$ cat src/rtl/switch_output_buffer_if.sv
// Link-side bundle for one switch output port: shifted flits in, link flits out, packet status.
// Master drives the crossbar side and the downstream stall; slave is the buffer.
interface switch_output_buffer_if #(
    parameter int FLIT_WIDTH = 32
);
    logic [FLIT_WIDTH-1:0] in_flit;
    logic                  in_valid;
    logic                  in_stall;
    logic [FLIT_WIDTH-1:0] out_flit;
    logic                  out_valid;
    logic                  out_stall;
    logic                  port_locked;
    logic                  packet_done;
    logic                  proto_err;

    modport master (
        output in_flit, in_valid, out_stall,
        input  in_stall, out_flit, out_valid, port_locked, packet_done, proto_err
    );

    modport slave (
        input  in_flit, in_valid, out_stall,
        output in_stall, out_flit, out_valid, port_locked, packet_done, proto_err
    );
endinterface

$ cat src/rtl/switch_output_buffer.sv
// Per-output-port circular flit FIFO with head/tail packet tracking for the output arbiter.
// Latency: a flit pushed at edge N is visible on out_flit after edge N; 1 flit/cycle sustained.
// Backpressure: in_stall when full (no bypass on simultaneous pop); out_flit held while out_stall.
module switch_output_buffer #(
    parameter int FLIT_WIDTH   = 32,
    parameter int BUFFER_DEPTH = 6,
    parameter int PTR_WIDTH    = 4
) (
    input  logic                   clock,
    input  logic                   reset_n,
    switch_output_buffer_if.slave  bus
);
    localparam int FTYPE_WD = 2;
    localparam logic [PTR_WIDTH-1:0] LAST_PTR  = PTR_WIDTH'(BUFFER_DEPTH - 1);
    localparam logic [PTR_WIDTH:0]   FULL_CNT  = (PTR_WIDTH + 1)'(BUFFER_DEPTH);

    typedef enum logic {IDLE, LOCKED} state_t;

    logic [FLIT_WIDTH-1:0] mem [2**PTR_WIDTH];
    logic [PTR_WIDTH-1:0]  rd_ptr;
    logic [PTR_WIDTH-1:0]  wr_ptr;
    logic [PTR_WIDTH:0]    count;
    state_t                state;
    logic                  locked_q;
    logic                  done_q;
    logic                  err_q;

    logic                  full;
    logic                  not_empty;
    logic                  push;
    logic                  pop;
    logic [FTYPE_WD-1:0]   ftype;
    logic                  is_head;
    logic                  is_tail;

    // Status decodes depend only on count, so no input reaches in_stall/out_valid combinationally
    assign full      = (count == FULL_CNT);
    assign not_empty = (count != '0);
    assign push      = bus.in_valid && !full;
    assign pop       = not_empty && !bus.out_stall;

    assign ftype   = bus.in_flit[FTYPE_WD-1:0];
    assign is_head = ftype[0];
    assign is_tail = ftype[1];

    assign bus.in_stall    = full;
    assign bus.out_valid   = not_empty;
    assign bus.out_flit    = not_empty ? mem[rd_ptr] : '0;
    assign bus.port_locked = locked_q;
    assign bus.packet_done = done_q;
    assign bus.proto_err   = err_q;

    always_ff @(posedge clock) begin
        if (push) begin
            mem[wr_ptr] <= bus.in_flit;
        end
    end

    always_ff @(posedge clock or negedge reset_n) begin
        if (!reset_n) begin
            rd_ptr <= '0;
            wr_ptr <= '0;
            count  <= '0;
        end else begin
            if (push) begin
                wr_ptr <= (wr_ptr == LAST_PTR) ? '0 : wr_ptr + 1'b1;
            end
            if (pop) begin
                rd_ptr <= (rd_ptr == LAST_PTR) ? '0 : rd_ptr + 1'b1;
            end
            if (push && !pop) begin
                count <= count + 1'b1;
            end else if (pop && !push) begin
                count <= count - 1'b1;
            end
        end
    end

    // Packet framing tracks what enters the buffer; malformed flits are still stored and forwarded
    always_ff @(posedge clock or negedge reset_n) begin
        if (!reset_n) begin
            state    <= IDLE;
            locked_q <= 1'b0;
            done_q   <= 1'b0;
            err_q    <= 1'b0;
        end else begin
            done_q <= 1'b0;
            if (push) begin
                case (state)
                    IDLE: begin
                        if (is_head && !is_tail) begin
                            state    <= LOCKED;
                            locked_q <= 1'b1;
                        end else if (is_head && is_tail) begin
                            done_q <= 1'b1;
                        end else begin
                            err_q <= 1'b1;
                        end
                    end
                    LOCKED: begin
                        if (is_head) begin
                            err_q <= 1'b1;
                        end
                        if (is_tail) begin
                            state    <= IDLE;
                            locked_q <= 1'b0;
                            done_q   <= 1'b1;
                        end
                    end
                    default: begin
                        state    <= IDLE;
                        locked_q <= 1'b0;
                    end
                endcase
            end
        end
    end
endmodule

$ cat src/flat_wrapper.sv
// flat-port wrapper written by rule: the top's interface ports become plain ports
module switch_output_buffer_flat 
#(
    parameter int FLIT_WIDTH   = 32,
    parameter int BUFFER_DEPTH = 6,
    parameter int PTR_WIDTH    = 4
)
  (clock, reset_n, bus_in_flit, bus_in_valid, bus_out_stall, bus_in_stall, bus_out_flit, bus_out_valid, bus_port_locked, bus_packet_done, bus_proto_err);
  switch_output_buffer_if #(.FLIT_WIDTH(FLIT_WIDTH)) bus_i ();
  input  logic clock;
  input  logic reset_n;
  input wire logic [$bits(bus_i.in_flit)-1:0] bus_in_flit;
  input wire logic [$bits(bus_i.in_valid)-1:0] bus_in_valid;
  input wire logic [$bits(bus_i.out_stall)-1:0] bus_out_stall;
  output wire logic [$bits(bus_i.in_stall)-1:0] bus_in_stall;
  output wire logic [$bits(bus_i.out_flit)-1:0] bus_out_flit;
  output wire logic [$bits(bus_i.out_valid)-1:0] bus_out_valid;
  output wire logic [$bits(bus_i.port_locked)-1:0] bus_port_locked;
  output wire logic [$bits(bus_i.packet_done)-1:0] bus_packet_done;
  output wire logic [$bits(bus_i.proto_err)-1:0] bus_proto_err;
  assign bus_i.in_flit = bus_in_flit;
  assign bus_i.in_valid = bus_in_valid;
  assign bus_i.out_stall = bus_out_stall;
  assign bus_in_stall = bus_i.in_stall;
  assign bus_out_flit = bus_i.out_flit;
  assign bus_out_valid = bus_i.out_valid;
  assign bus_port_locked = bus_i.port_locked;
  assign bus_packet_done = bus_i.packet_done;
  assign bus_proto_err = bus_i.proto_err;
  switch_output_buffer #(.FLIT_WIDTH(FLIT_WIDTH), .BUFFER_DEPTH(BUFFER_DEPTH), .PTR_WIDTH(PTR_WIDTH)) u_core (.clock(clock), .reset_n(reset_n), .bus(bus_i));
endmodule
$ cat config.mk
export PLATFORM = sky130hd
export DESIGN_NAME = switch_output_buffer_flat
export DESIGN_NICKNAME = d
export VERILOG_FILES = /design/src/rtl/switch_output_buffer_if.sv /design/src/rtl/switch_output_buffer.sv /design/src/flat_wrapper.sv
export SDC_FILE = /design/constraint.sdc
export NUM_CORES = 1
export LEC_CHECK = 0
export CORE_UTILIZATION = 65
export DETAILED_ROUTE_END_ITERATION = 8
export GPL_ROUTABILITY_DRIVEN = 0
export HOLD_SLACK_MARGIN = 0.03
export PLACE_DENSITY_LB_ADDON = 0.2
export SYNTH_ARGS = -nofsm -noshare
export SYNTH_HDL_FRONTEND = slang
export SYNTH_SLANG_ARGS = --single-unit
$ cat constraint.sdc
create_clock -name clock -period 9.9 [get_ports clock]
set_clock_uncertainty 0.2 [all_clocks]
set_input_delay 1.485 -clock clock [delete_from_list [all_inputs] [get_ports clock]]
set_output_delay 1.485 -clock clock [all_outputs]
set_load 0.1 [all_outputs]
=== Word level (Yosys, flattened, before mapping) ===
Memories as Yosys holds them, arrays and structs flattened.
Index checks and enable logic that the tools add are counted.

* Memory bits (writable): 512
* Bits in registers: 17
* Memories kept: 1
* Output and inout port bits: 37
* Memory bits (read-only): 0
* Bits in latches: 0
* Logic and storage cells: 58
* Input bits: 36

{| class="wikitable"
|+ Memory list
! memory !! words !! bits a word !! rd ports !! clocked after memory_dff !! wr ports !! RTL line !! source
|-
| u_core.mem || 16 || 32 || 1 || 0 || 1 || switch_output_buffer.sv:19 || <nowiki>logic [FLIT_WIDTH-1:0] mem [2**PTR_WIDTH];</nowiki>
|}

* Divide/modulo/power cells: 0
* Shift-type cells: 0
* $add $sub $neg: 4
* Reductions and logical operators: 15
* $mul: 0
* Eq/ne operators: 8
* Bitwise logic cells: 1
* Multiplexer cells: 22
* Order comparisons: 0

{| class="wikitable"
|+ Operators with widths
! cell !! count
|-
| $mux W32 || 1
|-
| $mux W1 || 13
|-
| $mux W5 || 2
|-
| $add A4 B1 Y4 const B || 2
|-
| $eq A4 B3 Y1 const B || 2
|-
| $mux W4 || 2
|-
| $ne A2 B2 Y1 const B || 4
|-
| $pmux W1 S2 || 4
|-
| $logic_and A1 B1 Y1 || 6
|-
| $add A5 B1 Y5 const B || 1
|-
| $eq A5 B3 Y1 const B || 1
|-
| $logic_not A1 Y1 || 5
|-
| $reduce_bool A5 Y1 || 1
|-
| $sub A5 B1 Y5 const B || 1
|-
| $reduce_and A4 Y1 || 1
|-
| $reduce_and A3 Y1 || 1
|-
| $ne A2 B1 Y1 const B || 1
|-
| $reduce_bool A2 Y1 || 1
|-
| $not A1 Y1 || 1
|}

=== Depth between registers and ports, before layout ===
* Depth in word-level cells: 7
* Depth in mapped cells: 11
* Gate-level depth less buffers: 10

=== Worst setup path after synthesis ===
Ideal clock, no wire load.

* Path kind: in2reg
* From: in bus_in_valid
* To: mem u_core.mem[0][0] (enable)
* Data required time: 9.187 ns
* Setup slack: 4.229 ns
* Data arrival time: 4.958 ns
* Stages on the path: 2
* Path through: o21ai_2 > nor4b_1

* Cells in the longest elaborated chain, start to end: 3

{| class="wikitable"
|+ Ends and longest elaborated chain
! element !! RTL line !! source
|-
| start, declared || flat_wrapper.sv:13 || <nowiki>input wire logic [$bits(bus_i.in_valid)-1:0] bus_in_valid;</nowiki>
|-
| $logic_and A1 B1 Y1 || switch_output_buffer.sv:39 || <nowiki>assign push = bus.in_valid && !full;</nowiki>
|-
| $mux W1 || switch_output_buffer.sv:54 || <nowiki>if (push) begin</nowiki>
|-
| $mux W1 (not written as such) || switch_output_buffer.sv:55 || <nowiki>mem[wr_ptr] <= bus.in_flit;</nowiki>
|-
| end, declared || switch_output_buffer.sv:19 ||
|}

No other way between the ends.

=== Worst setup path after layout ===
* From: reg u_core.rd_ptr[2]
* To: out bus_out_flit[31]

* Cells in the longest elaborated chain, start to end: 2

{| class="wikitable"
|+ Ends and longest elaborated chain
! element !! RTL line !! source
|-
| start, declared || switch_output_buffer.sv:20 || <nowiki>logic [PTR_WIDTH-1:0] rd_ptr;</nowiki>
|-
| start signal, assigned || switch_output_buffer.sv:69 || <nowiki>rd_ptr <= (rd_ptr == LAST_PTR) ? '0 : rd_ptr + 1'b1;</nowiki>
|-
| $mem_v2 Z16 W32 || -- ||
|-
| $mux W32 || switch_output_buffer.sv:48 || <nowiki>assign bus.out_flit = not_empty ? mem[rd_ptr] : '0;</nowiki>
|-
| end, declared || flat_wrapper.sv:16 || <nowiki>output wire logic [$bits(bus_i.out_flit)-1:0] bus_out_flit;</nowiki>
|}

No other way between the ends.

==> results.sh <==
export IMPL_syn_cell_area_sq_um=20600
export IMPL_path_clk_slew_ns=0.06
export IMPL_maxCapViolCount=0
export IMPL_io_pins=73
export IMPL_reg2reg_to="u_core.count[4]"
export IMPL_clockRootBuffer="clkbuf_16"
export IMPL_initial_core_util=0.667
export IMPL_drcViolationCount=4
export IMPL_antenna_cells=0
export IMPL_track_usage=0.271
export IMPL_internal_power_uw=4800
export IMPL_reg2reg_depth=9
export IMPL_io_buffer_count=72
export IMPL_core_sq_um=30800
export IMPL_swShare=0.379
export IMPL_worst_setup_path_type="reg2out"
export IMPL_required_ns=8.22
export IMPL_htree_num_levels=2
export IMPL_hold_viol=0
export IMPL_synth_cell_types=47
export IMPL_antenna_found_initial=0
export IMPL_post_cts_resized=0
export IMPL_instances_no_fill=1498
export IMPL_crit_fanout=71
export IMPL_clkSinkCount=529
export IMPL_synth_top_area_cell="edfxtp_1"
export IMPL_cts_tree="done"
export IMPL_clock_path_buffers=3
export IMPL_rr_startpoint="u_core.count[0]"
export IMPL_violations="DRC"
export IMPL_antenna_left=0
export IMPL_startpoint_type="flip-flop"
export IMPL_overflow=0
export IMPL_syn_num_nets=1001
export IMPL_cts_setup_buffers=0
export IMPL_synth_area_leaders="edfxtp_1, mux4_2, dfrtp_1, mux2_2, o221ai_1"
export IMPL_fillers=1629
export IMPL_min_from="u_core.bus.proto_err"
export IMPL_yosysSeqAreaShare=0.768
export IMPL_vdd_drop_max_mv=0.412
export IMPL_die_w_um=180
export IMPL_synth_top_area_share=0.747
export IMPL_dr_first_iter_drc_count=1070
export IMPL_dr_pass1_iters=9
export IMPL_yosys_warnings=0
export IMPL_synth_seq_cells=529
export IMPL_slew_violations=0
export IMPL_numCtsBuffers=50
export IMPL_cts_hold_buffers=0
export IMPL_drt_wl_total_um=42300
export IMPL_dieArea_sq_um=32400
export IMPL_rsz0062_at_grt="no"
export IMPL_grt_pass1_vias=10514
export IMPL_grt_max_degree=72
export IMPL_min_path_type="reg2reg"
export IMPL_worst_skew_pair_late_latency_ns=0.55
export IMPL_wl_per_cell_um=28.2
export IMPL_netSwitchingPower_uw=2930
export IMPL_p_seq_frac=0.373
export IMPL_dp_final_hpwl_um=21900
export IMPL_clock_fmax_ghz=0.160
export IMPL_syn_area_per_cell_sq_um=21.4
export IMPL_synthFlopType="edfxtp_1"
export IMPL_synthCells=960
export IMPL_die_h_um=180
export IMPL_regToRegSetupSlack_ns=6.46
export IMPL_vias=9874
export IMPL_hold_path_endpoint="u_core.bus.proto_err"
export IMPL_leakagePower_uw=0.00765
export IMPL_period_needed_ns=6.23
export IMPL_finalSetupViolCount=0
export IMPL_dp_cells=1408
export IMPL_grt_pass1_wl_um=63400
export IMPL_comb_power_share=0.381
export IMPL_via_per_inst=6.59
export IMPL_power_density_nw_per_um2=330
export IMPL_area_growth_pct=14.0
export IMPL_worstSetupEndpointType="output port"
export IMPL_nNetsFinal=1105
export IMPL_arrival_ns=4.55
export IMPL_worst_pin_slew_ns=1.09
export IMPL_hold_path_depth=1
export IMPL_layout_drive_gt1_share=0.254
export IMPL_synthArstFlopShare=0.0321
export IMPL_fin_crit_sh=0.630
export IMPL_slew_headroom=0.275
export IMPL_outcome="complete, but fails checks"
export IMPL_fin_tns_setup_ns=0
export IMPL_synth_edf_count=512
export IMPL_clkPwrFrac=0.246
export IMPL_timing_hold_ws_ns=0.264
export IMPL_fp_row_count=64
[synthesized netlist by cell type, types with 3 or more instances]
cell type,count
a21o_1,3
a21oi_1,6
buf_1,4
buf_2,19
buf_4,8
buf_6,6
clkbuf_1,12
dfrtp_1,17
edfxtp_1,512
ha_1,4
inv_1,66
inv_2,3
mux2_2,32
mux4_2,126
nand2_1,40
nand2b_1,3
nor2_1,11
nor2b_1,3
nor3_1,8
nor4_1,4
o21ai_0,6
o221ai_1,30
xnor2_1,4
xor2_1,3
[kinds of logic (layout without fill, tap and decap cells)]
family                   count (synthesis)  count (layout)  share of synthesized area
multiplexers                           162             162                      0.159
adder cells (fa/ha/maj)                  5               5                    0.00341
flip-flops                             529             529                      0.768
buffers and inverters                  118             260                     0.0263
AO/OA/AOI/OAI                           61              61                     0.0230
AND/OR/NAND/NOR                         78              78                     0.0175
XOR/XNOR                                 7               7                    0.00298
[stage by stage]
| step | util | setup WS (ns) | total power, uW | instance area (sq um) |
|---|---|---|---|---|
| after global routing | 0.761 | 3.37 | 7990 | 23500 |
| after global placement | 0.708 | 4.16 | 5820 | 21800 |
| final | 0.761 | 3.67 | 7730 | 23500 |
| after floorplan | - | 4.23 | 5210 | 20600 |
| after CTS | 0.761 | 3.56 | 7790 | 23500 |
| after detailed placement | 0.708 | 4.15 | 5860 | 21800 |
[state kept, by name, summed over array words and instances (netlist names)]
signal / flops
u_core.wr_ptr: 4
u_core.state: 1
u_core.count: 5
u_core.bus.port_locked: 1
u_core.bus.packet_done: 1
u_core.bus.proto_err: 1
u_core.mem: 512
u_core.rd_ptr: 4
[layer usage]
layer  track usage  part of all wire  routed length [um]  vias up
li1              -                 -                   -     4147
met1         0.364              0.38               16200     5144
met2         0.454              0.51               21600      483
met3        0.0373             0.072                3030      100
met4         0.116             0.035                1490        0
met5             0                 0                   0        -
[power groups by stage]
| stage | clock network [uW] | registers (uW) | logic [uW] |
|---|---|---|---|
| floorplan | 0 | 2790 | 2420 |
| global placement | 0 | 2920 | 2910 |
| detailed placement | 0 | 2930 | 2930 |
| CTS | 1930 | 2890 | 2970 |
| global route | 2010 | 2910 | 3070 |
| finish | 1900 | 2880 | 2950 |
[worst max-delay path, cell delays in order, from the launching register on]
cell and delay [ns]:
dfrtp_2 0.35, buf_4 0.80, nor2b_1 0.26, nand2_1 0.55, buf_4 0.49, o221ai_1 0.32, clkdlybuf4s50_1 1.21
[cell type report]
type	instances	area (sq um)	area share
Inverter	69	259	0.0110
Clock inverter	28	309	0.0132
Multi-Input combinational cell	313	4340	0.185
Timing Repair Buffer	101	938	0.0400
Tap cell	396	495	0.0211
Sequential cell	529	15800	0.674
Clock buffer	62	1320	0.0561
[worst max path at each step]
| stage | start | end | slack [ns] | cells after the start |
|---|---|---|---|---|
| 2_1_floorplan | bus_in_valid | u_core.mem[0][0] | 4.23 | 2 |
| 3_3_place_gp | u_core.rd_ptr[1] | bus_out_flit[29] | 4.16 | 6 |
| 3_5_place_dp | u_core.rd_ptr[1] | bus_out_flit[29] | 4.15 | 6 |
| 4_1_cts | u_core.rd_ptr[1] | bus_out_flit[29] | 3.56 | 6 |
| 5_1_grt | u_core.rd_ptr[1] | bus_out_flit[30] | 3.37 | 6 |
| 6_report | u_core.rd_ptr[2] | bus_out_flit[31] | 3.67 | 6 |
[placed cells by master (no fill, tap or decap), types with 7 or more instances in the layout]
cell type	Yosys	routed
mux4_2	126	126
buf_4	8	29
bufinv_16	0	7
clkbuf_1	12	11
nand2_1	40	40
dfrtp_1	17	14
mux2_2	32	32
edfxtp_1	512	512
o221ai_1	30	30
clkbuf_16	0	51
inv_1	66	66
clkdlybuf4s50_1	0	72
clkinv_1	0	13
(Power assumes the default switching activity.)
